==> src/rtl/fp_pkg.sv <==
`default_nettype none
// ============================================================================
// Module      : fp_pkg
// Description : Shared IEEE-754 single-precision field constants, state enum
//               and classification helpers for the fp_multiplier/accumulator.
// Revision    : 1.0
// ============================================================================
package fp_pkg;

  localparam int SIGN_BIT = 31;
  localparam int EXP_HI   = 30;
  localparam int EXP_LO   = 23;
  localparam int MAN_HI   = 22;
  localparam int BIAS     = 127;

  localparam logic [31:0] QNAN    = 32'h7fc00000;
  localparam logic [31:0] POS_INF = 32'h7f800000;
  localparam logic [31:0] NEG_INF = 32'hff800000;

  typedef enum logic [2:0] {
    ST_IDLE    = 3'd0,
    ST_SPECIAL = 3'd1,
    ST_ALIGN   = 3'd2,
    ST_ADD     = 3'd3,
    ST_NORM    = 3'd4,
    ST_WRITE   = 3'd5
  } state_t;

  function automatic logic is_nan(input logic [31:0] w);
    return (w[EXP_HI:EXP_LO] == 8'hff) && (w[MAN_HI:0] != '0);
  endfunction

  function automatic logic is_inf(input logic [31:0] w);
    return (w[EXP_HI:EXP_LO] == 8'hff) && (w[MAN_HI:0] == '0);
  endfunction

  // Denormals are flushed, so a zero exponent alone classifies as zero.
  function automatic logic is_zero(input logic [31:0] w);
    return (w[EXP_HI:EXP_LO] == 8'h00);
  endfunction

endpackage
`default_nettype wire

==> src/rtl/fp_unpack.sv <==
`default_nettype none
// ============================================================================
// Module      : fp_unpack
// Description : Splits a single-precision word into sign, exponent, 24-bit
//               mantissa (hidden bit restored) and class flags.
// Revision    : 1.0
// ============================================================================
module fp_unpack
  import fp_pkg::*;
#(
  parameter int EXP_W = 8,
  parameter int MAN_W = 23
) (
  input  logic [EXP_W+MAN_W:0] i_word,
  output logic                 o_sign,
  output logic [EXP_W-1:0]     o_exp,
  output logic [MAN_W:0]       o_man,
  output logic                 o_nan,
  output logic                 o_inf,
  output logic                 o_zero
);

  assign o_sign = i_word[SIGN_BIT];
  assign o_exp  = i_word[EXP_HI:EXP_LO];
  assign o_man  = {1'b1, i_word[MAN_HI:0]};
  assign o_nan  = is_nan(i_word);
  assign o_inf  = is_inf(i_word);
  assign o_zero = is_zero(i_word);

endmodule
`default_nettype wire

==> src/rtl/fp_accumulator.sv <==
`default_nettype none
// ============================================================================
// Module      : fp_accumulator
// Description : Multi-cycle single-precision accumulator (align, add,
//               normalise one bit per cycle) with valid/ready input.
// Revision    : 1.0
// ============================================================================
module fp_accumulator
  import fp_pkg::*;
#(
  parameter int EXP_W = 8,
  parameter int MAN_W = 23
) (
  input  logic                 int_clk,
  input  logic                 reset,
  input  logic [EXP_W+MAN_W:0] In,
  input  logic                 in_valid,
  output logic                 in_ready,
  input  logic                 clear,
  input  logic                 last,
  output logic [EXP_W+MAN_W:0] Out,
  output logic                 out_valid
);

  localparam int W  = EXP_W + MAN_W + 1;
  localparam int MW = MAN_W + 1;

  state_t r_state, w_next;

  logic [W-1:0]     r_op, r_out, r_res;
  logic             r_clr, r_last;
  logic             r_sa, r_sb, r_sign;
  logic [EXP_W-1:0] r_ea, r_d, r_exp;
  logic [MW-1:0]    r_ma, r_mb;
  logic [MW:0]      r_sum;

  logic [W-1:0]     w_x_word;
  logic             w_x_sign, w_x_nan, w_x_inf, w_x_zero;
  logic             w_y_sign, w_y_nan, w_y_inf, w_y_zero;
  logic [EXP_W-1:0] w_x_exp, w_y_exp;
  logic [MW-1:0]    w_x_man, w_y_man;

  assign w_x_word = r_clr ? '0 : r_out;

  fp_unpack #(.EXP_W(EXP_W), .MAN_W(MAN_W)) u_unpack_x (
    .i_word(w_x_word), .o_sign(w_x_sign), .o_exp(w_x_exp), .o_man(w_x_man),
    .o_nan(w_x_nan), .o_inf(w_x_inf), .o_zero(w_x_zero)
  );

  fp_unpack #(.EXP_W(EXP_W), .MAN_W(MAN_W)) u_unpack_y (
    .i_word(r_op), .o_sign(w_y_sign), .o_exp(w_y_exp), .o_man(w_y_man),
    .o_nan(w_y_nan), .o_inf(w_y_inf), .o_zero(w_y_zero)
  );

  // Special-value resolution and operand ordering
  logic             w_spec_hit, w_swap, w_skip;
  logic [W-1:0]     w_spec_res, w_big_word;
  logic [EXP_W-1:0] w_d;

  always_comb begin
    w_spec_hit = 1'b0;
    w_spec_res = '0;
    if (w_x_nan || w_y_nan || (w_x_inf && w_y_inf && (w_x_sign != w_y_sign))) begin
      w_spec_hit = 1'b1;
      w_spec_res = QNAN;
    end else if (w_x_inf) begin
      w_spec_hit = 1'b1;
      w_spec_res = w_x_word;
    end else if (w_y_inf) begin
      w_spec_hit = 1'b1;
      w_spec_res = r_op;
    end else if (w_y_zero) begin
      w_spec_hit = 1'b1;
      w_spec_res = w_x_word;
    end else if (w_x_zero) begin
      w_spec_hit = 1'b1;
      w_spec_res = r_op;
    end
  end

  assign w_swap     = (w_y_exp > w_x_exp);
  assign w_d        = w_swap ? (w_y_exp - w_x_exp) : (w_x_exp - w_y_exp);
  assign w_skip     = (w_d > EXP_W'(MW));
  assign w_big_word = w_swap ? r_op : w_x_word;

  // Add/subtract of aligned magnitudes
  logic          w_same, w_a_ge, w_cancel, w_sum_sign;
  logic [MW:0]   w_sum;

  assign w_same     = (r_sa == r_sb);
  assign w_a_ge     = (r_ma >= r_mb);
  assign w_cancel   = !w_same && (r_ma == r_mb);
  assign w_sum      = w_same ? ({1'b0, r_ma} + {1'b0, r_mb})
                    : (w_a_ge ? ({1'b0, r_ma} - {1'b0, r_mb})
                              : ({1'b0, r_mb} - {1'b0, r_ma}));
  assign w_sum_sign = (w_same || w_a_ge) ? r_sa : r_sb;

  // One normalisation step
  logic             w_n_ovf, w_n_unf, w_n_done;
  logic [MW:0]      w_n_sum;
  logic [EXP_W-1:0] w_n_exp;

  always_comb begin
    w_n_ovf = 1'b0;
    w_n_unf = 1'b0;
    if (r_sum[MW]) begin
      w_n_sum = r_sum >> 1;
      w_n_exp = r_exp + 1'b1;
      w_n_ovf = (w_n_exp == '1);
    end else begin
      w_n_sum = r_sum << 1;
      w_n_exp = r_exp - 1'b1;
      w_n_unf = (w_n_exp == '0);
    end
    w_n_done = w_n_sum[MW-1] || w_n_ovf || w_n_unf;
  end

  always_comb begin
    w_next    = r_state;
    in_ready  = 1'b0;
    out_valid = 1'b0;
    case (r_state)
      ST_IDLE: begin
        in_ready = 1'b1;
        if (in_valid) w_next = ST_SPECIAL;
      end
      ST_SPECIAL: begin
        if (w_spec_hit || w_skip) w_next = ST_WRITE;
        else if (w_d == '0)       w_next = ST_ADD;
        else                      w_next = ST_ALIGN;
      end
      ST_ALIGN: if (r_d == EXP_W'(1)) w_next = ST_ADD;
      ST_ADD: begin
        if (w_cancel || (!w_sum[MW] && w_sum[MW-1])) w_next = ST_WRITE;
        else                                        w_next = ST_NORM;
      end
      ST_NORM: if (w_n_done) w_next = ST_WRITE;
      ST_WRITE: begin
        out_valid = r_last;
        w_next    = ST_IDLE;
      end
      default: w_next = ST_IDLE;
    endcase
  end

  always_ff @(posedge int_clk or posedge reset) begin
    if (reset) r_state <= ST_IDLE;
    else       r_state <= w_next;
  end

  always_ff @(posedge int_clk or posedge reset) begin
    if (reset) begin
      r_op   <= '0;  r_out <= '0;  r_res <= '0;
      r_clr  <= 1'b0; r_last <= 1'b0;
      r_sa   <= 1'b0; r_sb <= 1'b0; r_sign <= 1'b0;
      r_ea   <= '0;  r_d <= '0;   r_exp <= '0;
      r_ma   <= '0;  r_mb <= '0;  r_sum <= '0;
    end else begin
      case (r_state)
        ST_IDLE: if (in_valid) begin
          r_op   <= In;
          r_clr  <= clear;
          r_last <= last;
        end
        ST_SPECIAL: begin
          r_res <= w_spec_hit ? w_spec_res : w_big_word;
          r_sa  <= w_swap ? w_y_sign : w_x_sign;
          r_ea  <= w_swap ? w_y_exp  : w_x_exp;
          r_ma  <= w_swap ? w_y_man  : w_x_man;
          r_sb  <= w_swap ? w_x_sign : w_y_sign;
          r_mb  <= w_swap ? w_x_man  : w_y_man;
          r_d   <= w_d;
        end
        ST_ALIGN: begin
          r_mb <= r_mb >> 1;
          r_d  <= r_d - 1'b1;
        end
        ST_ADD: begin
          r_sum  <= w_sum;
          r_sign <= w_sum_sign;
          r_exp  <= r_ea;
          r_res  <= w_cancel ? '0 : {w_sum_sign, r_ea, w_sum[MAN_W-1:0]};
        end
        ST_NORM: begin
          r_sum <= w_n_sum;
          r_exp <= w_n_exp;
          if (w_n_ovf)      r_res <= r_sign ? NEG_INF : POS_INF;
          else if (w_n_unf) r_res <= '0;
          else              r_res <= {r_sign, w_n_exp, w_n_sum[MAN_W-1:0]};
        end
        ST_WRITE: r_out <= r_res;
        default: ;
      endcase
    end
  end

  assign Out = r_out;

endmodule
`default_nettype wire
==> config.mk <==
export PLATFORM = sky130hd
export DESIGN_NAME = fp_accumulator
export DESIGN_NICKNAME = d
export VERILOG_FILES = /design/src/rtl/fp_pkg.sv /design/src/rtl/fp_unpack.sv /design/src/rtl/fp_accumulator.sv
export SDC_FILE = /design/constraint.sdc
export NUM_CORES = 1
export LEC_CHECK = 0
export CORE_ASPECT_RATIO = 0.6
export CORE_MARGIN = 4
export CORE_UTILIZATION = 25
export DETAILED_ROUTE_END_ITERATION = 8
export DONT_BUFFER_PORTS = 1
export GPL_TIMING_DRIVEN = 0
export PLACE_DENSITY_LB_ADDON = 0.3
export SETUP_SLACK_MARGIN = 0.5
export SYNTH_ARGS = -nofsm -noshare
export SYNTH_HDL_FRONTEND = slang
export SYNTH_SLANG_ARGS = --single-unit
==> constraint.sdc <==
create_clock -name int_clk -period 11 [get_ports int_clk]
set_input_delay 2.2 -clock int_clk [delete_from_list [all_inputs] [get_ports int_clk]]
set_output_delay 2.2 -clock int_clk [all_outputs]
set_load 0.05 [all_outputs]
=== After elaboration in Yosys (flattened, before gate mapping) ===
Cells that the tools add are included.

* Bits in registers: 201

* Add/subtract/negate cells: 8
* Magnitude comparators: 3
* Eq/ne operators: 15
* Mux-type cells: 44
* Reduce and logical (&&, ||, !) cells: 31

{| class="wikitable"
|+ Operator list
! cell !! number
|-
| 32-bit 2-to-1 mux || 12
|-
| 32-bit case mux with 3 select lines || 1
|-
| 25-bit 2-to-1 mux || 3
|-
| 25-bit case mux with 2 select lines || 1
|-
| 24-bit by 24-bit subtractor with 25-bit output || 2
|-
| 24-bit case mux with 2 select lines || 1
|-
| 23-bit logical NOT || 2
|-
| 23-bit 2-to-1 mux || 2
|-
| 23-bit nonzero test || 2
|-
| 8-bit logical NOT || 4
|-
| 8-bit case mux with 2 select lines || 2
|-
| 24-bit by 24-bit adder with 25-bit output || 1
|-
| 24-bit equality test || 1
|-
| 8-bit equality test (second input constant) || 3
|-
| 24-bit >= comparator || 1
|-
| 8-bit 2-to-1 mux || 3
|-
| 8-bit by 1-bit subtractor with 8-bit output (second input constant) || 2
|-
| 8-bit subtractor || 2
|-
| 3-bit case mux with 5 select lines || 1
|-
| 1-bit 2-to-1 mux || 14
|-
| 3-bit 2-to-1 mux || 4
|-
| 8-bit by 1-bit adder with 8-bit output (second input constant) || 1
|-
| 8-bit by 1-bit equality test with 1-bit output (second input constant) || 1
|-
| 8-bit by 5-bit greater-than comparator with 1-bit output (second input constant) || 1
|-
| 15 further kinds || 34
|}

=== Depth between registers and ports, before layout ===
Gate-level depths: netlist of run 1.

* Word-level depth: 10
* Mapped depth: 17
* Mapped depth without buffers: 14

=== Modules after synthesis ===
A second synthesis of run 1 with hierarchy kept.

* Cell total of the unflattened synthesis: 1959
* Area, all modules: 15812.7 µm²

{| class="wikitable"
|+ By module, submodules not included
! module !! instances !! cells an instance !! area an instance (µm²) !! sequential area each (µm²)
|-
| fp_accumulator || 1 || 1859 || 15107.0 || 5029.8
|-
| fp_unpack || 2 || 50 || 352.8 || 0.0
|}

=== Worst setup path before layout of run 1 ===
Ideal clock, no wire load.

* Path type: reg2out
* Start point: register r_state[1]
* End point: output port out_valid
* Data arrival time: 1.758 ns
* Data required time: 8.800 ns
* Setup slack: 7.042 ns
* Cell stages (with the launch flop): 5
* Buffers on the path: 2
* Path through: dfrtp_1 -> clkbuf_1 -> nand3b_1 -> clkbuf_1 -> nor2_1

* Longest elaborated chain between the ends: 2

{| class="wikitable"
|+ Ends and longest elaborated chain
! item !! RTL line !! RTL
|-
| from (decl) || fp_accumulator.sv:28 || <nowiki>state_t r_state, w_next;</nowiki>
|-
| from (signal assigned) || fp_accumulator.sv:148 || <nowiki>else r_state <= w_next;</nowiki>
|-
| 3-bit equality test || fp_accumulator.sv:122 || <nowiki>case (r_state)</nowiki>
|-
| 1-bit 2-to-1 mux || fp_accumulator.sv:122 ||
|-
| to (decl) || fp_accumulator.sv:22 || <nowiki>output logic out_valid</nowiki>
|}

Every way passes these cells.

=== Worst setup path in the final report of run 1 ===
* Start point: register r_clr
* End point: register r_res[7]

* Longest elaborated chain between the ends: 9

{| class="wikitable"
|+ Ends and longest elaborated chain
! item !! RTL line !! RTL
|-
| from (decl) || fp_accumulator.sv:31 || <nowiki>logic r_clr, r_last;</nowiki>
|-
| from (signal assigned) || fp_accumulator.sv:162 || <nowiki>r_clr <= clear;</nowiki>
|-
| 32-bit 2-to-1 mux * || fp_accumulator.sv:43 || <nowiki>assign w_x_word = r_clr ? '0 : r_out;</nowiki>
|-
| 8-bit logical NOT (tied with other cells) || fp_pkg.sv:39 || <nowiki>return (w[EXP_HI:EXP_LO] == 8'h00);</nowiki>
|-
| 32-bit 2-to-1 mux (tied with other cells) || fp_accumulator.sv:75 || <nowiki>end else if (w_x_zero) begin</nowiki>
|-
| 32-bit 2-to-1 mux (tied with other cells) || fp_accumulator.sv:72 || <nowiki>end else if (w_y_zero) begin</nowiki>
|-
| 32-bit 2-to-1 mux (tied with other cells) || fp_accumulator.sv:69 || <nowiki>end else if (w_y_inf) begin</nowiki>
|-
| 32-bit 2-to-1 mux (tied with other cells) || fp_accumulator.sv:66 || <nowiki>end else if (w_x_inf) begin</nowiki>
|-
| 32-bit 2-to-1 mux or 1-bit 2-to-1 mux (tied branches) || fp_accumulator.sv:63 || <nowiki>if (w_x_nan || w_y_nan || (w_x_inf && w_y_inf && (w_x_sign != w_y_sign))) begin</nowiki>
|-
| 32-bit 2-to-1 mux * || fp_accumulator.sv:166 || <nowiki>r_res <= w_spec_hit ? w_spec_res : w_big_word;</nowiki>
|-
| 32-bit case mux with 3 select lines * || fp_accumulator.sv:159 || <nowiki>case (r_state)</nowiki>
|-
| to (signal assigned) || fp_accumulator.sv:166 ||
|-
| to (signal assigned) || fp_accumulator.sv:182 || <nowiki>r_res <= w_cancel ? '0 : {w_sum_sign, r_ea, w_sum[MAN_W-1:0]};</nowiki>
|-
| to (signal assigned) || fp_accumulator.sv:187 || <nowiki>if (w_n_ovf) r_res <= r_sign ? NEG_INF : POS_INF;</nowiki>
|-
| to (decl) || fp_accumulator.sv:30 || <nowiki>logic [W-1:0] r_op, r_out, r_res;</nowiki>
|}

Mark *: on every way between the ends. The rest lies on a longest branch, timed or not.
A chain may end at the register's enable or synchronous reset.

==> metrics, run 1 <==
Core Util, Final=0.282; CTS tree=built; relative slew slack=0.173; # nets final=1951; Post-Syn Nets=1926; critical path type=flip-flop to flip-flop; Final Routed Wirelength=70.8 mm; core footprint=0.0592 mm²; RSZ-0062 raised after global routing=false; WP data arrival=6.56 ns; fin. max-slew vios=0; I/O pin count=71; grt total ovfl=0; drt wl/cell=27.1 µm; Crit. End Element=flip-flop; crit path cell chain=clkbuf_1, buf_1, nand2b_1, inv_1, fa_1, nand3b_1, a21bo_2, a31oi_1, clkbuf_1, buf_1, a21oi_1, o211ai_1, o21ai_0, o221ai_1; drt drc=0; Hold Crit Class=flip-flop to flip-flop; cell with the most instances after synthesis=dfrtp_1; Post-Synth Simple-Gate Area=0.172; Clock Latency Late Sink=0.56 ns; number of I/O port buffers=0; synth top area cells=dfrtp_1 (34%), ha_1 (7.7%), o21ai_0 (5.8%); cts repair resizes=0; setup violators final=0; Inserted Clock Buffers=21; routed vias=14989; Yosys reg bits=201; Adder-Cell Fraction of Synth Area=0.0837; Die Width=324 µm; cell count after synthesis=1792; row cnt=69; CP peak stage delay=0.82 ns; starting density of the core=0.252; Tot GR Track Use=0.216; Pre-antenna DRT Iters=6; Yosys warning total=0; Clock Sinks=201; Layout area overhead=11.6%; mean cell area of the mapped netlist=8.34 µm²; clock skew=0.0273 ns; initial antenna violation count=3; Setup Fix Bufs, Post-CTS=0; status=complete, no violations; final hold violations=0; Die Y=197 µm; CP startpoint kind=flip-flop; CP Max Fanout=10; clock transition at the registers of the reported paths=0.07 ns; count of cell types in the netlist=79; die area=0.0639 mm²; number of global-route vias before repair=13578; Syn Std Cell Area=0.0150 mm²; Synth Flop Type=dfrtp_1; vias per cell=5.73; fmax=164 MHz; final worst-path cycle share=0.555; combinational family with the most area after synthesis=compound AO/OA/AOI/OAI gates; CTS Hold Bufs=0; post-synthesis sequential area ratio=0.336; CTS Buffer Depth=3; Synth Area in XOR/XNOR=0.0234; proportion of layout cells with a drive suffix above 1=0.0830; post-DP HPWL=57.3 mm; clock root buffer=clkbuf_16; largest net degree at the start of global routing=120; leading area contributor after synthesis=dfrtp_1; Detail Route Antenna Nets=0; Hold WS=0.511 ns; share of the synthesized area in the top cell type=0.336; initial DRC count=2206; Least-Margin Pin Slew=1.24 ns; post-synthesis mux area share=0.0775; delay-heaviest family, CP=compound AO/OA/AOI/OAI gates; Setup TNS Final=0 ns; total of max-cap violations=0; Post-synth EDFFs=0; GPL Wtd Cong=1.02; CTS H-tree depth=1; Worst Path Buf+Inv=5; slowest stage cell on the critical path=o211ai_1; Tmin final=6.10 ns; worst path required time=11.46 ns; first-pass GRT wire length=101 mm; Synth Area in Compound Gates=0.245; FFs w/ async S/R, synth=1.00; top cells by count, synth=dfrtp_1 (201), o21ai_0 (174), nor2_1 (171)
[final cells by class]
cell class	instances	area (µm²)
antenna	1	2.50
buffer	124	546
clock buffer	30	599
clock inverter	8	103
fill	6442	42500
inverter	99	379
multi-input combinational	1368	9010
sequential	201	5030
tap	781	977
timing repair buffer	2	38.8
[worst register-to-register path, cell delays in order, from the launching register on]
cell	delay, ns
dfrtp_1	0.47
clkbuf_1	0.41
buf_1	0.53
nand2b_1	0.30
inv_1	0.19
fa_1	0.43
nand3b_1	0.19
a21bo_2	0.21
a31oi_1	0.48
clkbuf_1	0.51
buf_1	0.63
a21oi_1	0.36
o211ai_1	0.82
o21ai_0	0.25
o221ai_1	0.24
[state kept, by name (all words and copies together), names as in the netlist]
signal / flops
r_ma: 24
r_res: 32
r_sum: 25
r_state: 3
r_last: 1
r_sa: 1
r_sb: 1
r_sign: 1
r_op: 32
r_mb: 24
r_clr: 1
r_exp: 8
r_d: 8
Out: 32
r_ea: 8
[routing by layer]
metal / wire length (µm) / global-route usage
met1: 35100 / 0.353
met2: 22800 / 0.236
met3: 12300 / 0.121
met4: 621 / 0.0214
met5: 23 / 0
[metrics by stage]
step | instance area (µm²) | setup WS, ns | cells
after floorplan | 15000 | 3.32 | 1792
after global placement | 15900 | 0.958 | 2573
after detailed placement | 16000 | 5.33 | 2575
after CTS | 16700 | 5.30 | 2613
after global routing | 16700 | 4.84 | 2613
final | 16700 | 4.90 | 2614
[kinds of logic (layout without fill, tap and decap cells)]
logic type / Yosys count / in the layout
compound gates: 576 / 576
mux: 107 / 107
flops: 201 / 201
buf+inv: 223 / 263
other cells: 0 / 1
simple gates: 548 / 548
fa+ha+maj: 97 / 97
xor+xnor: 40 / 40
[cell usage in the layout (no fill, tap or decap), drive strengths merged, types with 7 or more instances in the layout]
cell | synthesis | final
dfrtp | 201 | 201
o21ai | 176 | 176
nor2 | 171 | 171
nand2 | 164 | 164
a21oi | 152 | 152
clkbuf | 95 | 125
inv | 99 | 100
ha | 92 | 92
mux2 | 70 | 70
nand3 | 43 | 43
nand2b | 42 | 42
mux2i | 37 | 37
a22oi | 33 | 33
buf | 29 | 31
xnor2 | 30 | 30
o211ai | 27 | 27
nor3 | 26 | 26
nor4 | 25 | 25
o21bai | 20 | 20
a21o | 19 | 19
nand4 | 19 | 19
a221o | 18 | 18
o221ai | 18 | 18
a31oi | 16 | 16
nor2b | 14 | 14
a221oi | 13 | 13
a211oi | 13 | 13
xor2 | 10 | 10
o22ai | 9 | 9
o31ai | 9 | 9
a41oi | 8 | 8
or4 | 7 | 7
or3 | 7 | 7
o311ai | 7 | 7
[final timing paths]
path / cells past startpoint / slack [ns] / endpoint / from
setup reg to reg: 14 / 4.90 / r_res[7]$_DFFE_PP0P_ / r_clr$_DFFE_PP0P_
min in group asynchronous: 1 / 1.54 / r_sum[11]$_DFFE_PP0N_ / reset
max in group asynchronous: 2 / 8.35 / r_d[0]$_DFFE_PP0P_ / reset
setup / recovery: 14 / 4.90 / r_res[7]$_DFFE_PP0P_ / r_clr$_DFFE_PP0P_
hold reg to reg: 2 / 0.51 / r_res[24]$_DFFE_PP0P_ / r_res[24]$_DFFE_PP0P_
hold / removal: 2 / 0.51 / r_res[24]$_DFFE_PP0P_ / r_res[24]$_DFFE_PP0P_
Power of run 1 is not shown: default switching activity piles up to over one toggle a cycle in this logic, so the estimate is an artifact.
==> run 2: changes to the inputs <==
clock period = 5.9 ns   (was 11 ns; I/O delays follow)
==> run 2 against run 1 <==
Sequential cell count stayed put. Final cell count up 0.15%. Die area stayed put. Register-to-register slack lost 4.2 ns. Critical path depth is 3 higher. Non-clock buffer count is 4 higher. Utilization increased by 0.16 points. Count of clock-buffer cells in the layout shrank 3.
==> metrics, run 2 (synthesis gave the netlist of run 1 again) <==
setup violators final=0; fillcell total=6408; CTS Buffer Depth=3; post-DP HPWL=56.8 mm; drt wl/cell=26.6 µm; Clock Latency Late Sink=0.58 ns; Post-Place Worst Slack=0.489 ns; R2R Path End=r_res[2]$_DFFE_PP0P_; CTS H-tree depth=1; fmax=192 MHz; CTS tree=built; # nets final=1955; routed vias=14931; clock root buffer=clkbuf_16; critical path type=flip-flop to flip-flop; die area=0.0639 mm²; status=complete, no violations; number of global-route vias before repair=13896; smallest setup slack after layout=0.682 ns; Crit. End Element=flip-flop; Hold Crit Class=flip-flop to flip-flop; Tot GR Track Use=0.214; clock transition at the registers of the reported paths=0.07 ns; reg2reg start=r_clr$_DFFE_PP0P_; # placed instances=2579; Pre-antenna DRT Iters=5; slowest stage cell on the critical path=clkbuf_1; Die Y=197 µm; Die Width=324 µm; initial DRC count=1905; Inserted Clock Buffers=21; CP endpoint=r_res[2]$_DFFE_PP0P_; worst path required time=6.29 ns; commonest non-fill, non-tap cells in the layout=dfrtp_1 (201), o21ai_0 (174), nor2_1 (171), nand2_1 (163), a21oi_1 (152); drt drc=0; row cnt=69; r2r setup slk=0.68 ns; crit path cell chain=clkbuf_1, clkbuf_2, nand2b_1, inv_1, fa_1, nand3b_1, a21bo_2, a31oi_2, clkbuf_2, clkbuf_1, nor2_1, a21oi_1, nor2_1, a21oi_1, nand2_1, o211ai_1, o221ai_1; fin. max-slew vios=0; Layout area overhead=12.3%; Least-Margin Pin Slew=1.22 ns; non-filler instance count after layout=2618; relative slew slack=0.186; starting density of the core=0.252; grt total ovfl=0; Setup TNS Final=0 ns; number of I/O port buffers=0; Clock Sinks=201; first-pass GRT wire length=100 mm; crit path launch=r_clr$_DFFE_PP0P_; largest net degree at the start of global routing=41; initial antenna violation count=4; Final Routed Wirelength=69.7 mm; proportion of layout cells with a drive suffix above 1=0.0882; Tmin final=5.22 ns; I/O pin count=71; CP Max Fanout=10; RSZ-0062 raised after global routing=false; final worst-path cycle share=0.884; clock skew=0.0467 ns; CP peak stage delay=0.50 ns; vias per cell=5.70; core footprint=0.0592 mm²; Register-to-Register Path Depth=17; WP data arrival=5.61 ns; final hold violations=0; Detail Route Antenna Nets=0; most common cell after layout, fill and taps aside=dfrtp_1; GPL Wtd Cong=0.977; CP startpoint kind=flip-flop; total of max-cap violations=0
run 2: cell type report:
type / instances / area (µm²) / share of cell area
Inverter: 99 / 375 / 0.0224
Sequential cell: 201 / 5030 / 0.300
Multi-Input combinational cell: 1368 / 9010 / 0.537
Tap cell: 781 / 977 / 0.0582
Timing Repair Buffer: 6 / 111 / 0.00663
Clock buffer: 27 / 578 / 0.0344
Antenna cell: 1 / 2.50 / 0.000149
Clock inverter: 11 / 145 / 0.00865
Buffer: 124 / 551 / 0.0328
run 2: how the worst min path moves through the flow:
| stage | end | slack [ns] | cells past startpoint | startpoint |
|---|---|---|---|---|
| detailed placement | r_sum[0]$_DFFE_PP0N_ | 0.49 | 2 | r_sum[0]$_DFFE_PP0N_ |
| floorplan | r_res[24]$_DFFE_PP0P_ | 0.46 | 2 | r_res[24]$_DFFE_PP0P_ |
| global placement | r_sum[0]$_DFFE_PP0N_ | 0.48 | 2 | r_sum[0]$_DFFE_PP0N_ |
| finish | r_sum[0]$_DFFE_PP0N_ | 0.50 | 2 | r_sum[0]$_DFFE_PP0N_ |
| CTS | Out[31]$_DFFE_PP0N_ | 0.50 | 1 | r_res[31]$_DFFE_PP0P_ |
| global route | Out[16]$_DFFE_PP0N_ | 0.52 | 1 | r_res[16]$_DFFE_PP0P_ |
run 2: critical path, delay by kind of cell (launching register included):
kind | cells | cell delay [ns]
AND/OR/NAND/NOR | 5 | 0.81
buffers and inverters | 5 | 1.74
flip-flops | 1 | 0.48
adder cells (fa/ha/maj) | 1 | 0.42
AO/OA/AOI/OAI | 6 | 1.59
run 2: layer usage:
metal | vias to the layer above | wire [µm] | part of all wire | GRT usage
met1 | 7488 | 34500 | 0.49 | 0.342
met3 | 80 | 11900 | 0.17 | 0.124
met5 | - | 46 | 0.00066 | 0
met2 | 840 | 22400 | 0.32 | 0.238
li1 | 6517 | - | - | -
met4 | 6 | 817 | 0.012 | 0.0261
run 2: metrics by stage:
| stage | instance area, µm² | hold WS [ns] | util |
|---|---|---|---|
| floorplan | 15000 | 0.462 | - |
| global route | 16800 | 0.524 | 0.283 |
| detailed placement | 16000 | 0.487 | 0.271 |
| CTS | 16800 | 0.500 | 0.283 |
| global placement | 15900 | 0.481 | 0.269 |
| finish | 16800 | 0.500 | 0.283 |
run 2: timing repair:
action	CTS	global route
setup buffers	0	0
endpoints found under the setup margin	3	18
pin swaps	0	1
hold buffers	0	0
resized for setup	1	5
Power of run 2 is left out for the same reason.
